File: config.mk
export PLATFORM = sky130hd
export DESIGN_NAME = xfer_ctrl
export DESIGN_NICKNAME = d
export VERILOG_FILES = /design/src/rtl/xfer_pkg.sv /design/src/rtl/xfer_timer.sv /design/src/rtl/xfer_ctrl.sv
export SDC_FILE = /design/constraint.sdc
export NUM_CORES = 1
export LEC_CHECK = 0
export BUFFER_PORTS_ARGS = -buffer_cell sky130_fd_sc_hd__buf_2
export CAP_MARGIN = 10
export CORE_MARGIN = 2
export CORE_UTILIZATION = 30
export DETAILED_ROUTE_END_ITERATION = 10
export SLEW_MARGIN = 10
export SYNTH_ARGS = -nofsm -noshare
export SYNTH_HDL_FRONTEND = slang
export SYNTH_SLANG_ARGS = --single-unit
File: constraint.sdc
create_clock -name clk -period 1.9 [get_ports clk]
set_input_delay 0.285 -clock clk [delete_from_list [all_inputs] [get_ports clk]]
set_output_delay 0.285 -clock clk [all_outputs]
set_load 0.1 [all_outputs]
File: src/rtl/xfer_pkg.sv
// Shared definitions for the TX word transfer controller: state encoding and
// default word width / wait-state timeout.
package xfer_pkg;

   localparam int unsigned BITS_DEF    = 8;
   localparam int unsigned TIMEOUT_DEF = 255;

   localparam logic [1:0] LAST_ADR = 2'd3;

   typedef enum logic [3:0] {
      S_IDLE,
      S_READ,
      S_LOAD,
      S_OFFER,
      S_SHIFT,
      S_NEXT,
      S_WAIT_FIN,
      S_DONE,
      S_ERR
   } state_t;

endpackage

File: src/rtl/xfer_timer.sv
// Wait-state cycle counter: cleared by restart, expired in the TIMEOUT-th
// cycle after the restart edge; saturates so it can never wrap back to expiry.
module xfer_timer #(
   parameter int unsigned TIMEOUT = xfer_pkg::TIMEOUT_DEF
) (
   input  logic clk,
   input  logic clr,
   input  logic restart,
   output logic expired
);

   logic [7:0] cnt;

   always_ff @(posedge clk) begin
      if (!clr) begin
         cnt <= '0;
      end else if (restart) begin
         cnt <= '0;
      end else if (cnt != '1) begin
         cnt <= cnt + 8'd1;
      end
   end

   assign expired = (cnt == 8'(TIMEOUT - 1));

endmodule

File: src/rtl/xfer_ctrl.sv
// Moves the 4-word TX RAM to the receiver: read, load, offer, shift BITS bits
// per word, then wait for the receiver to report completion.
module xfer_ctrl #(
   parameter int unsigned BITS    = xfer_pkg::BITS_DEF,
   parameter int unsigned TIMEOUT = xfer_pkg::TIMEOUT_DEF
) (
   input  logic       clk,
   input  logic       clr,
   input  logic       start,
   input  logic       Rx_ready,
   input  logic       Rx_finish,
   output logic       Tx_vld,
   output logic       rd,
   output logic [1:0] rd_adr,
   output logic       load,
   output logic       shift,
   output logic       busy,
   output logic       done,
   output logic       err
);

   import xfer_pkg::*;

   localparam int unsigned BW = (BITS > 1) ? $clog2(BITS) : 1;

   state_t          state;
   state_t          nxt;
   logic [BW-1:0]   bcnt;
   logic            last_bit;
   logic            restart;
   logic            expired;

   assign last_bit = (bcnt == BW'(BITS - 1));

   always_comb begin
      nxt = state;
      case (state)
         S_IDLE:     if (start) nxt = S_READ;
         S_READ:     nxt = S_LOAD;
         S_LOAD:     nxt = S_OFFER;
         S_OFFER: begin
            if (Rx_ready)     nxt = S_SHIFT;
            else if (expired) nxt = S_ERR;
         end
         S_SHIFT:    if (last_bit) nxt = S_NEXT;
         S_NEXT:     nxt = (rd_adr == LAST_ADR) ? S_WAIT_FIN : S_READ;
         S_WAIT_FIN: begin
            if (Rx_finish)    nxt = S_DONE;
            else if (expired) nxt = S_ERR;
         end
         S_DONE:     nxt = S_IDLE;
         S_ERR:      if (!start) nxt = S_IDLE;
         default:    nxt = S_IDLE;
      endcase
   end

   // The timer restarts on the edge that enters a wait state, so its count is
   // zero during the first cycle spent there.
   assign restart = ((nxt == S_OFFER)    && (state != S_OFFER)) ||
                    ((nxt == S_WAIT_FIN) && (state != S_WAIT_FIN));

   xfer_timer #(
      .TIMEOUT (TIMEOUT)
   ) u_timer (
      .clk     (clk),
      .clr     (clr),
      .restart (restart),
      .expired (expired)
   );

   // Outputs are registered from the next state so they line up exactly with
   // the state register and never depend combinationally on inputs.
   always_ff @(posedge clk) begin
      if (!clr) begin
         state  <= S_IDLE;
         bcnt   <= '0;
         rd_adr <= '0;
         Tx_vld <= 1'b0;
         rd     <= 1'b0;
         load   <= 1'b0;
         shift  <= 1'b0;
         busy   <= 1'b0;
         done   <= 1'b0;
         err    <= 1'b0;
      end else begin
         state <= nxt;

         if ((state == S_SHIFT) && !last_bit) bcnt <= bcnt + BW'(1);
         else                                 bcnt <= '0;

         if (nxt == S_IDLE)                          rd_adr <= '0;
         else if ((state == S_NEXT) && (nxt == S_READ)) rd_adr <= rd_adr + 2'd1;

         Tx_vld <= (nxt == S_OFFER);
         rd     <= (nxt == S_READ);
         load   <= (nxt == S_LOAD);
         shift  <= (nxt == S_SHIFT);
         busy   <= !((nxt == S_IDLE) || (nxt == S_DONE) || (nxt == S_ERR));
         done   <= (nxt == S_DONE);
         err    <= (nxt == S_ERR);
      end
   end

endmodule

==> impl_metrics.toml, run 1 <==
[clock_tree]
cts_tree = "done"
postCtsSetupBuffers = 0
clk-insertion-delay-late_ns = 0.26
cts-root-buf = "clkbuf_8"
cts_max_level = 1
clk_pin_slew_worst_paths_ns = 0.08
cts_sinks = 24
cts_buffers = 3
clockBufferDepth = 2
holdBufCountCts = 0

[route]
drt_iter0_markers = 38
wl_per_cell_um = 12.1
dr.pass1.iters = 4
wl_um = 2250
viasPerCell = 5.04
vias = 938
wl_met2_um = 1120
wl_met3_um = 85
drc_errors = 0
met1_length_um = 1050
top_layer_used = "met4"
ant_nets = 0

[layout]
area_growth_pct = 15.3
fin_nets = 149
multi_input_area_um2 = 679
register_area_um2 = 483
drive_gt1_frac = 0.225
diodes = 0
fillers = 399

[synthesis]
synthFlopType = "dfxtp_1"
netlist_instances = 124
yosysWarnings = 0
synth_cell_types = 39
synth_fp_nets = 134
synth-simple-area-share = 0.272
synth_top_area_share = 0.402
synth_area_leaders = "dfxtp_1 (40%), ha_1 (5.2%), and3_1 (4.2%), nor2_1 (4.1%), a211oi_2 (3.1%)"
avgSynthCellArea_um2 = 9.64
synth_mux_area_frac = 0.0178
synth_top_family_by_area = "simple AND/OR/NAND/NOR gates"
seq_area_frac_synth = 0.402
synth_area_um2 = 1190
post-synth-top-area-cell = "dfxtp_1"
synth_compound_area_frac = 0.175
synth_edf_count = 0
synth_seq_cells = 24
synthAdderAreaFrac = 0.0524
synth-async-reset-ratio = 0
yosys.area_share.xor_xnor = 0.0513

[sta]
post-route-period-util = 0.923
rsz0062_at_grt = "false"
finalMaxSlewViolations = 0
fmax_ghz = 0.570
final-hold-violation-count = 0
worst_pin_slew_ns = 0.489
relSlewSlack = 0.677
fin_crit_ns = 1.75
finalSetupViolCount = 0
setup_tns_ns = 0
skew_ns = 0.00119

[setup_path]
r2r_setup_slack_ns = 0.15
ff2ff_path_depth = 6
critPathKind = "flip-flop to flip-flop"
r2r-start = "state[1]$_SDFF_PN0_"
end_kind = "flip-flop"
worstSetupStartpointType = "flip-flop"
worst_ep_required_time_ns = 2.05
cp.arrival_ns = 1.90
cp_max_fo = 10
r2r-end = "u_timer.cnt[6]$_SDFFE_PP0P_"

[status]
status = "finished clean"

[power_and_ir_drop]
powerDensity_nw_per_um2 = 918
power_leakage_uw = 0.000572
peakVddDrop_mv = 0.770
finalPower_uw = 1260

[die]
initial_core_util = 0.319
coreArea_um2 = 3740
ioPinCount = 14
num_rows = 22
die_h_um = 67.1
die_x_um = 67.1
die-area_um2 = 4500

[grt]
grt_usage = 0.114
grt_pass1_vias = 979
grt_pass1_wl_um = 3940
grt-ovfl-total = 0
grt_max_degree = 15
antenna_found_initial = 0

[worst_hold_path]
holdPathEnd = "busy$_SDFF_PN0_"
min_path_cells = 2
hp-class = "input port to flip-flop"
min_from = "Rx_finish"

[run]
drv_cap = 0

[placed_design]
io_buffers = 13
dp_hpwl_um = 1740
gp_congestion = 0.748
-- flip-flops by register name, indices dropped and copies added, names as in the netlist --
name / flops
Tx_vld: 1
load: 1
state: 4
shift: 1
busy: 1
rd: 1
done: 1
err: 1
bcnt: 3
u_timer.cnt: 8
rd_adr: 2
-- placed cells by master (no fill, tap or decap), drive strengths merged, types with 4 or more instances in the layout --
cell     n
nand2b   6
xnor2    4
dfxtp   24
and3     8
ha       5
nand2    7
nor2b    4
buf     14
nor2    14
a21oi    7
nand4    4
-- per-stage QoR --
stage,area (um2),setup WS [ns],util,hold slack (ns),instances
floorplan,1200,0.0997,-,0.373,124
global placement,1310,0.193,0.349,0.405,182
detailed placement,1310,0.134,0.349,0.415,182
CTS,1380,0.115,0.368,0.280,186
global route,1380,0.00112,0.368,0.296,186
finish,1380,0.146,0.368,0.287,186
-- routing by layer --
layer,vias to the layer above,GRT usage
li1,470,-
met5,-,0
met3,2,0.0355
met4,0,0.0102
met2,19,0.210
met1,447,0.132
-- worst max-delay path: stages (launching register included) --
cell	delay (ns)
dfxtp_1	0.55
buf_4	0.20
o21bai_1	0.06
a21oi_1	0.26
a32oi_4	0.12
o211ai_4	0.35
nor2_1	0.09
-- area by class of cell --
| class | instances | area share |
|---|---|---|
| multi-input combinational | 93 | 0.493 |
| sequential | 24 | 0.351 |
| timing repair buffer | 14 | 0.0527 |
| tap | 48 | 0.0436 |
| clock buffer | 3 | 0.0300 |
| clock inverter | 1 | 0.0218 |
| inverter | 3 | 0.00817 |
-- power breakdown --
group / internal [uW] / leakage (uW) / switching (uW) / total [uW]
Clock: 281 / 0.0000357 / 155 / 436
Sequential: 531 / 0.000196 / 35.8 / 567
Combinational: 81.0 / 0.000340 / 180 / 261
-- cell families after synthesis --
| family | after synthesis |
|---|---|
| compound gates | 21 |
| mux | 2 |
| fa+ha+maj | 5 |
| flops | 24 |
| buf+inv | 7 |
| simple gates | 58 |
| xor+xnor | 7 |
-- cells in the mapped netlist (2+ instances only) --
master / number
dfxtp_1: 24
nor2_1: 13
and3_1: 8
nand2_1: 7
a21oi_1: 6
nand2b_1: 6
ha_1: 5
nor2b_1: 4
xnor2_1: 4
a211oi_2: 3
inv_1: 3
nand3_1: 3
nand3b_1: 3
nand4_1: 3
nor3_1: 3
xor2_1: 3
and2_1: 2
clkbuf_1: 2
o21ai_0: 2
-- what timing repair did --
item / in CTS / in global routing
setup endpoints to repair: 0 / 3
endpoints found under the hold margin: 0 / 0
gates resized for setup: 0 / 0
-- worst max-delay path by stage --
stage,start,to,slack (ns),depth (start not counted)
global route,state[1]$_SDFF_PN0_,u_timer.cnt[7]$_SDFFE_PP0P_,0.001,6
detailed placement,bcnt[0]$_SDFF_PN0_,rd_adr[0]$_SDFFE_PP0P_,0.13,7
global placement,bcnt[0]$_SDFF_PN0_,rd_adr[0]$_SDFFE_PP0P_,0.19,7
finish,state[1]$_SDFF_PN0_,u_timer.cnt[6]$_SDFFE_PP0P_,0.15,6
CTS,bcnt[0]$_SDFF_PN0_,rd_adr[0]$_SDFFE_PP0P_,0.11,7
floorplan,rd_adr[0]$_SDFFE_PP0P_,rd_adr[1]$_SDFFE_PP0P_,0.1,5
Power figures use the tool's default switching activity.
==> run 2: changes to the inputs <==
--- a/config.mk
+++ b/config.mk
@@ -10,6 +10,7 @@
 export CORE_MARGIN = 2
 export CORE_UTILIZATION = 30
 export DETAILED_ROUTE_END_ITERATION = 10
+export PLACE_DENSITY = 0.59
 export SLEW_MARGIN = 10
 export SYNTH_ARGS = -nofsm -noshare
 export SYNTH_HDL_FRONTEND = slang
==> impl_metrics.toml, run 2 (same netlist as run 1, synthesis figures left out) <==
[status]
status = "finished clean"

[sta]
post-route-period-util = 0.898
final-hold-violation-count = 0
relSlewSlack = 0.676
holdWs_ns = 0.293
skew_ns = 0.00195
fmax_ghz = 0.586
finalMaxSlewViolations = 0
fin_crit_ns = 1.71
setup_tns_ns = 0
finalSetupViolCount = 0
worst_pin_slew_ns = 0.489
rsz0062_at_grt = "false"

[power_and_ir_drop]
power_leakage_uw = 0.000566
swShare = 0.318
finalPower_uw = 1170
powerDensity_nw_per_um2 = 854
combPwrFrac = 0.227
pwr-share-seq = 0.484
intPower_uw = 799
peakVddDrop_mv = 0.385
p_sw_uw = 373
pwr-share-clk = 0.289

[placed_design]
io_buffers = 13
post-place-cells = 182
gp_congestion = 0.808
dp_hpwl_um = 1750

[setup_path]
cp.arrival_ns = 1.87
worst_ep_required_time_ns = 2.06
cp_max_fo = 6
critPathKind = "flip-flop to flip-flop"
end_kind = "flip-flop"
worstSetupStartpointType = "flip-flop"

[grt]
grt_pass1_vias = 960
grt-ovfl-total = 0
grt_pass1_wl_um = 4170
antenna_found_initial = 0
grt_max_degree = 14
grt_usage = 0.121

[die]
coreArea_um2 = 3740
die_h_um = 67.1
initial_core_util = 0.319
num_rows = 22
die-area_um2 = 4500
die_x_um = 67.1
ioPinCount = 14

[clock_tree]
clk-insertion-delay-late_ns = 0.26
cts_sinks = 24
cts-root-buf = "clkbuf_8"
cts_tree = "done"
holdBufCountCts = 0
postCtsSetupBuffers = 0
clk_pin_slew_worst_paths_ns = 0.08
clockBufferDepth = 2
cts_buffers = 3
cts_max_level = 1

[route]
wl_per_cell_um = 12.2
ant_nets = 0
drc_errors = 0
dr.pass1.iters = 4
viasPerCell = 4.95
wl_um = 2280
vias = 921
drt_iter0_markers = 43

[layout]
top_regs = "u_timer.cnt x8, state x4, bcnt x3"
top_register = "u_timer.cnt"
final_common_cell = "dfxtp_1"
area_growth_pct = 14.8
diodes = 0
fin_util = 0.366
fillers = 409
most-common-layout-cells = "dfxtp_1 (22), nor2_1 (13), buf_2 (13)"
multi_input_area_um2 = 689
final_cell_count_no_fill = 186
fin_nets = 149
register_area_um2 = 483
largest_register_ffs = 8
drive_gt1_frac = 0.239

[worst_hold_path]
hp-class = "input port to flip-flop"

[run]
drv_cap = 0
[run 2: cell count changes in the layout (fill, tap and decap cells not counted)]
cell       previous run  this run
clkbuf_8              3         4
o21ai_2               0         1
o221ai_2              0         1
bufinv_16             1         0
o21ai_1               1         0
o221ai_1              1         0
[run 2: path summary, 6_finish.rpt]
check	start	to	slack [ns]	depth (start not counted)
setup / recovery	bcnt[0]$_SDFF_PN0_	rd_adr[0]$_SDFFE_PP0P_	0.19	7
hold / removal	Rx_finish	busy$_SDFF_PN0_	0.29	2
setup reg to reg	bcnt[0]$_SDFF_PN0_	rd_adr[0]$_SDFFE_PP0P_	0.19	7
hold reg to reg	bcnt[0]$_SDFF_PN0_	bcnt[0]$_SDFF_PN0_	0.43	1
[run 2: repair_timing]
action	4_1_cts	5_1_grt
hold endpoints to repair	0	0
endpoints found under the setup margin	0	6
resized for setup	0	2
[run 2: worst max-delay path, cell delays in order (launching register included)]
cell      delay, ns
dfxtp_1        0.32
ha_1           0.19
ha_1           0.18
mux2i_1        0.16
o221ai_2       0.14
a32oi_4        0.27
nand4_1        0.14
and3_1         0.18
[run 2: final cells by class]
cell class,count,share of cell area
inverter,3,0.00821
tap,48,0.0438
clock buffer,4,0.0401
sequential,24,0.352
timing repair buffer,14,0.0529
multi-input combinational,93,0.503
[run 2: metrics by stage]
step	setup slack (ns)	area [um2]
floorplan	0.0997	1200
global placement	0.188	1310
detailed placement	0.135	1310
CTS	0.113	1360
global route	0.0140	1370
finish	0.193	1370
[run 2: routing by layer]
| layer | wire length [um] | track usage | vias up |
|---|---|---|---|
| li1 | - | - | 467 |
| met1 | 1050 | 0.145 | 440 |
| met2 | 1130 | 0.212 | 14 |
| met3 | 96 | 0.0355 | 0 |
| met4 | 0 | 0.0306 | 0 |
| met5 | 0 | 0 | - |
[run 2: power groups by stage]
stage	clock [uW]	combinational, uW	sequential, uW
floorplan	0	147	647
global placement	0	260	575
detailed placement	0	263	577
CTS	351	264	565
global route	375	291	572
finish	338	266	566
==> run 3: changes to the inputs <==
--- a/config.mk
+++ b/config.mk
@@ -5,12 +5,15 @@
 export SDC_FILE = /design/constraint.sdc
 export NUM_CORES = 1
 export LEC_CHECK = 0
+export ABC_AREA = 1
 export BUFFER_PORTS_ARGS = -buffer_cell sky130_fd_sc_hd__buf_2
 export CAP_MARGIN = 10
+export CELL_PAD_IN_SITES_DETAIL_PLACEMENT = 1
+export CELL_PAD_IN_SITES_GLOBAL_PLACEMENT = 1
 export CORE_MARGIN = 2
 export CORE_UTILIZATION = 30
 export DETAILED_ROUTE_END_ITERATION = 10
-export PLACE_DENSITY = 0.59
+export PLACE_DENSITY = 0.71
 export SLEW_MARGIN = 10
 export SYNTH_ARGS = -nofsm -noshare
 export SYNTH_HDL_FRONTEND = slang
==> impl_metrics.toml, run 3 <==
[status]
status = "finished clean"

[sta]
finalSetupViolCount = 0
worst_pin_slew_ns = 0.489
setup_tns_ns = 0
fin_crit_ns = 1.61
finalMaxSlewViolations = 0
skew_ns = 0.00661
relSlewSlack = 0.676
fmax_ghz = 0.621
rsz0062_at_grt = "false"
final-hold-violation-count = 0
post-route-period-util = 0.848

[clock_tree]
cts-resized-gates = 0
clk_pin_slew_worst_paths_ns = 0.09
cts_tree = "done"
cts-root-buf = "clkbuf_8"
holdBufCountCts = 0
clockBufferDepth = 2
cts_sinks = 24
cts_max_level = 1
cts_buffers = 3
postCtsSetupBuffers = 0
clk-insertion-delay-late_ns = 0.27

[grt]
grt_pass1_wl_um = 4920
grt_usage = 0.143
grt_pass1_vias = 1127
antenna_found_initial = 0
grt_max_degree = 15
grt-ovfl-total = 0

[synthesis]
synth_commonest_cells = "nand2_1 (26), dfxtp_1 (24), nor2_1 (23), inv_1 (14), nand2_2 (8)"
synth_edf_count = 0
synth_compound_area_frac = 0.0797
yosys.area_share.xor_xnor = 0.0294
synthFlopType = "dfxtp_1"
synth_top_family_by_area = "simple AND/OR/NAND/NOR gates"
yosysMostFrequentCell = "nand2_1"
post-synth-top-area-cell = "dfxtp_1"
synth_seq_cells = 24
synth_top_area_share = 0.403
synth-async-reset-ratio = 0
netlist_instances = 154
synth_fp_nets = 164
yosysWarnings = 0
synth_mux_area_frac = 0.00944
seq_area_frac_synth = 0.403
synth_cell_types = 28
synth_area_um2 = 1190
synthAdderAreaFrac = 0.0525
synth-simple-area-share = 0.354
synth_area_leaders = "dfxtp_1 (40%), nand2_1 (8.2%), nor2_1 (7.2%), ha_1 (5.2%), inv_1 (4.4%)"
avgSynthCellArea_um2 = 7.74

[power_and_ir_drop]
p_sw_uw = 368
peakVddDrop_mv = 0.305
powerDensity_nw_per_um2 = 891
intPower_uw = 865
combPwrFrac = 0.183
power_leakage_uw = 0.000615
pwr-share-seq = 0.447
pwr-share-clk = 0.370
swShare = 0.299

[layout]
stdcell_area_um2 = 1380
most-common-layout-cells = "nand2_1 (26), nor2_1 (23), dfxtp_1 (22)"
diodes = 0
final_common_cell = "nand2_1"
fin_nets = 181
area_growth_pct = 16.1
top_register = "u_timer.cnt"
drive_gt1_frac = 0.282
largest_register_ffs = 8
top_regs = "u_timer.cnt x8, state x4, bcnt x3"

[setup_path]
critPathKind = "flip-flop to flip-flop"
cp.arrival_ns = 1.79
path_delay_family = "simple AND/OR/NAND/NOR gates"
cp_max_fo = 3
cp_num_buf_inv = 0
end_kind = "flip-flop"
r2r-start = "bcnt[0]$_SDFF_PN0_"
path_depth = 10
worst_ep_required_time_ns = 2.08
crit_path_start = "bcnt[0]$_SDFF_PN0_"
r2r_setup_slack_ns = 0.29
cp_cell_sequence = "ha_1 > ha_1 > o21ai_0 > nor2_1 > nor2_1 > nand2_2 > nor2_4 > nand2_2 > nand2_2 > nor2_1"
slowest_delay_ns = 0.33
cp_slowest_cell = "dfxtp_1"
r2r-end = "rd_adr[0]$_SDFFE_PP0P_"
crit_end = "rd_adr[0]$_SDFFE_PP0P_"
ff2ff_path_depth = 10
worstSetupStartpointType = "flip-flop"

[placed_design]
dp_hpwl_um = 2170
io_buffers = 13
placed_area_um2 = 1310
gp_congestion = 0.805

[route]
wl_met3_um = 74
wl_met2_um = 1330
met1_length_um = 1260
ant_nets = 0
vias = 1024
wl_per_cell_um = 12.3
dr.pass1.iters = 4
viasPerCell = 4.70
wl_um = 2690
top_layer_used = "met4"
drc_errors = 0
drt_iter0_markers = 44

[die]
die_h_um = 67.0
die_x_um = 67.0
die-area_um2 = 4500
initial_core_util = 0.319
coreArea_um2 = 3740
ioPinCount = 14
num_rows = 22

[worst_hold_path]
min_from = "clr"
hp-class = "input port to flip-flop"

[run]
drv_cap = 0
==> run 3: cell count changes in the layout (fill, tap and decap cells not counted), sizes merged, moves of 4 or more <==
cell / change
nand2b: -6
inv: +17
nand3: +5
and3: -8
a31oi: +4
nand2: +27
nor2b: -4
nor2: +18
==> run 3: worst min-delay path by stage <==
stage,end,slack (ns),depth (start not counted)
after floorplan,bcnt[0]$_SDFF_PN0_,0.40,1
after global placement,bcnt[0]$_SDFF_PN0_,0.41,1
after detailed placement,bcnt[0]$_SDFF_PN0_,0.43,1
after CTS,rd_adr[0]$_SDFFE_PP0P_,0.29,3
after global routing,rd_adr[1]$_SDFFE_PP0P_,0.33,3
final,rd_adr[0]$_SDFFE_PP0P_,0.29,3
==> run 3: metal layers <==
layer	vias to the layer above	global-route usage
met1	486	0.170
met4	0	0.0587
met3	4	0.0338
li1	523	-
met2	11	0.244
met5	-	0
==> run 3: per-stage QoR <==
stage	instances	total power, uW	hold WS (ns)	util	worst slack (ns)
after floorplan	154	746	0.399	-	0.262
after global placement	214	783	0.406	0.351	0.362
after detailed placement	214	790	0.428	0.351	0.288
after CTS	218	1250	0.294	0.370	0.263
after global routing	218	1290	0.329	0.370	0.0570
final	218	1230	0.293	0.370	0.289
==> run 3: tightest hold or removal path: cells and delay by family <==
| family | cells | cell delay, ns |
|---|---|---|
| buf+inv | 1 | 0.13 |
| simple gates | 2 | 0.12 |
==> run 3: final cells by class <==
| type | instances | area (um2) |
|---|---|---|
| Inverter | 21 | 78.8 |
| Fill cell | 484 | 2360 |
| Clock inverter | 1 | 30.0 |
| Sequential cell | 24 | 483 |
| Tap cell | 48 | 60.1 |
| Clock buffer | 3 | 41.3 |
| Multi-Input combinational cell | 108 | 626 |
| Timing Repair Buffer | 13 | 65.1 |
==> run 3: cells by family (layout without fill, tap and decap cells) <==
kind of cell | after synthesis | in the layout
compound gates | 15 | 15
xor+xnor | 4 | 4
fa+ha+maj | 5 | 5
buf+inv | 22 | 38
flops | 24 | 24
mux | 1 | 1
simple gates | 83 | 83
==> run 3: power by group through the flow <==
stage,Sequential [uW],Combinational [uW],Clock [uW]
after floorplan,630,117,0
after global placement,560,223,0
after detailed placement,563,227,0
after CTS,552,228,471
after global routing,556,247,487
final,552,226,456
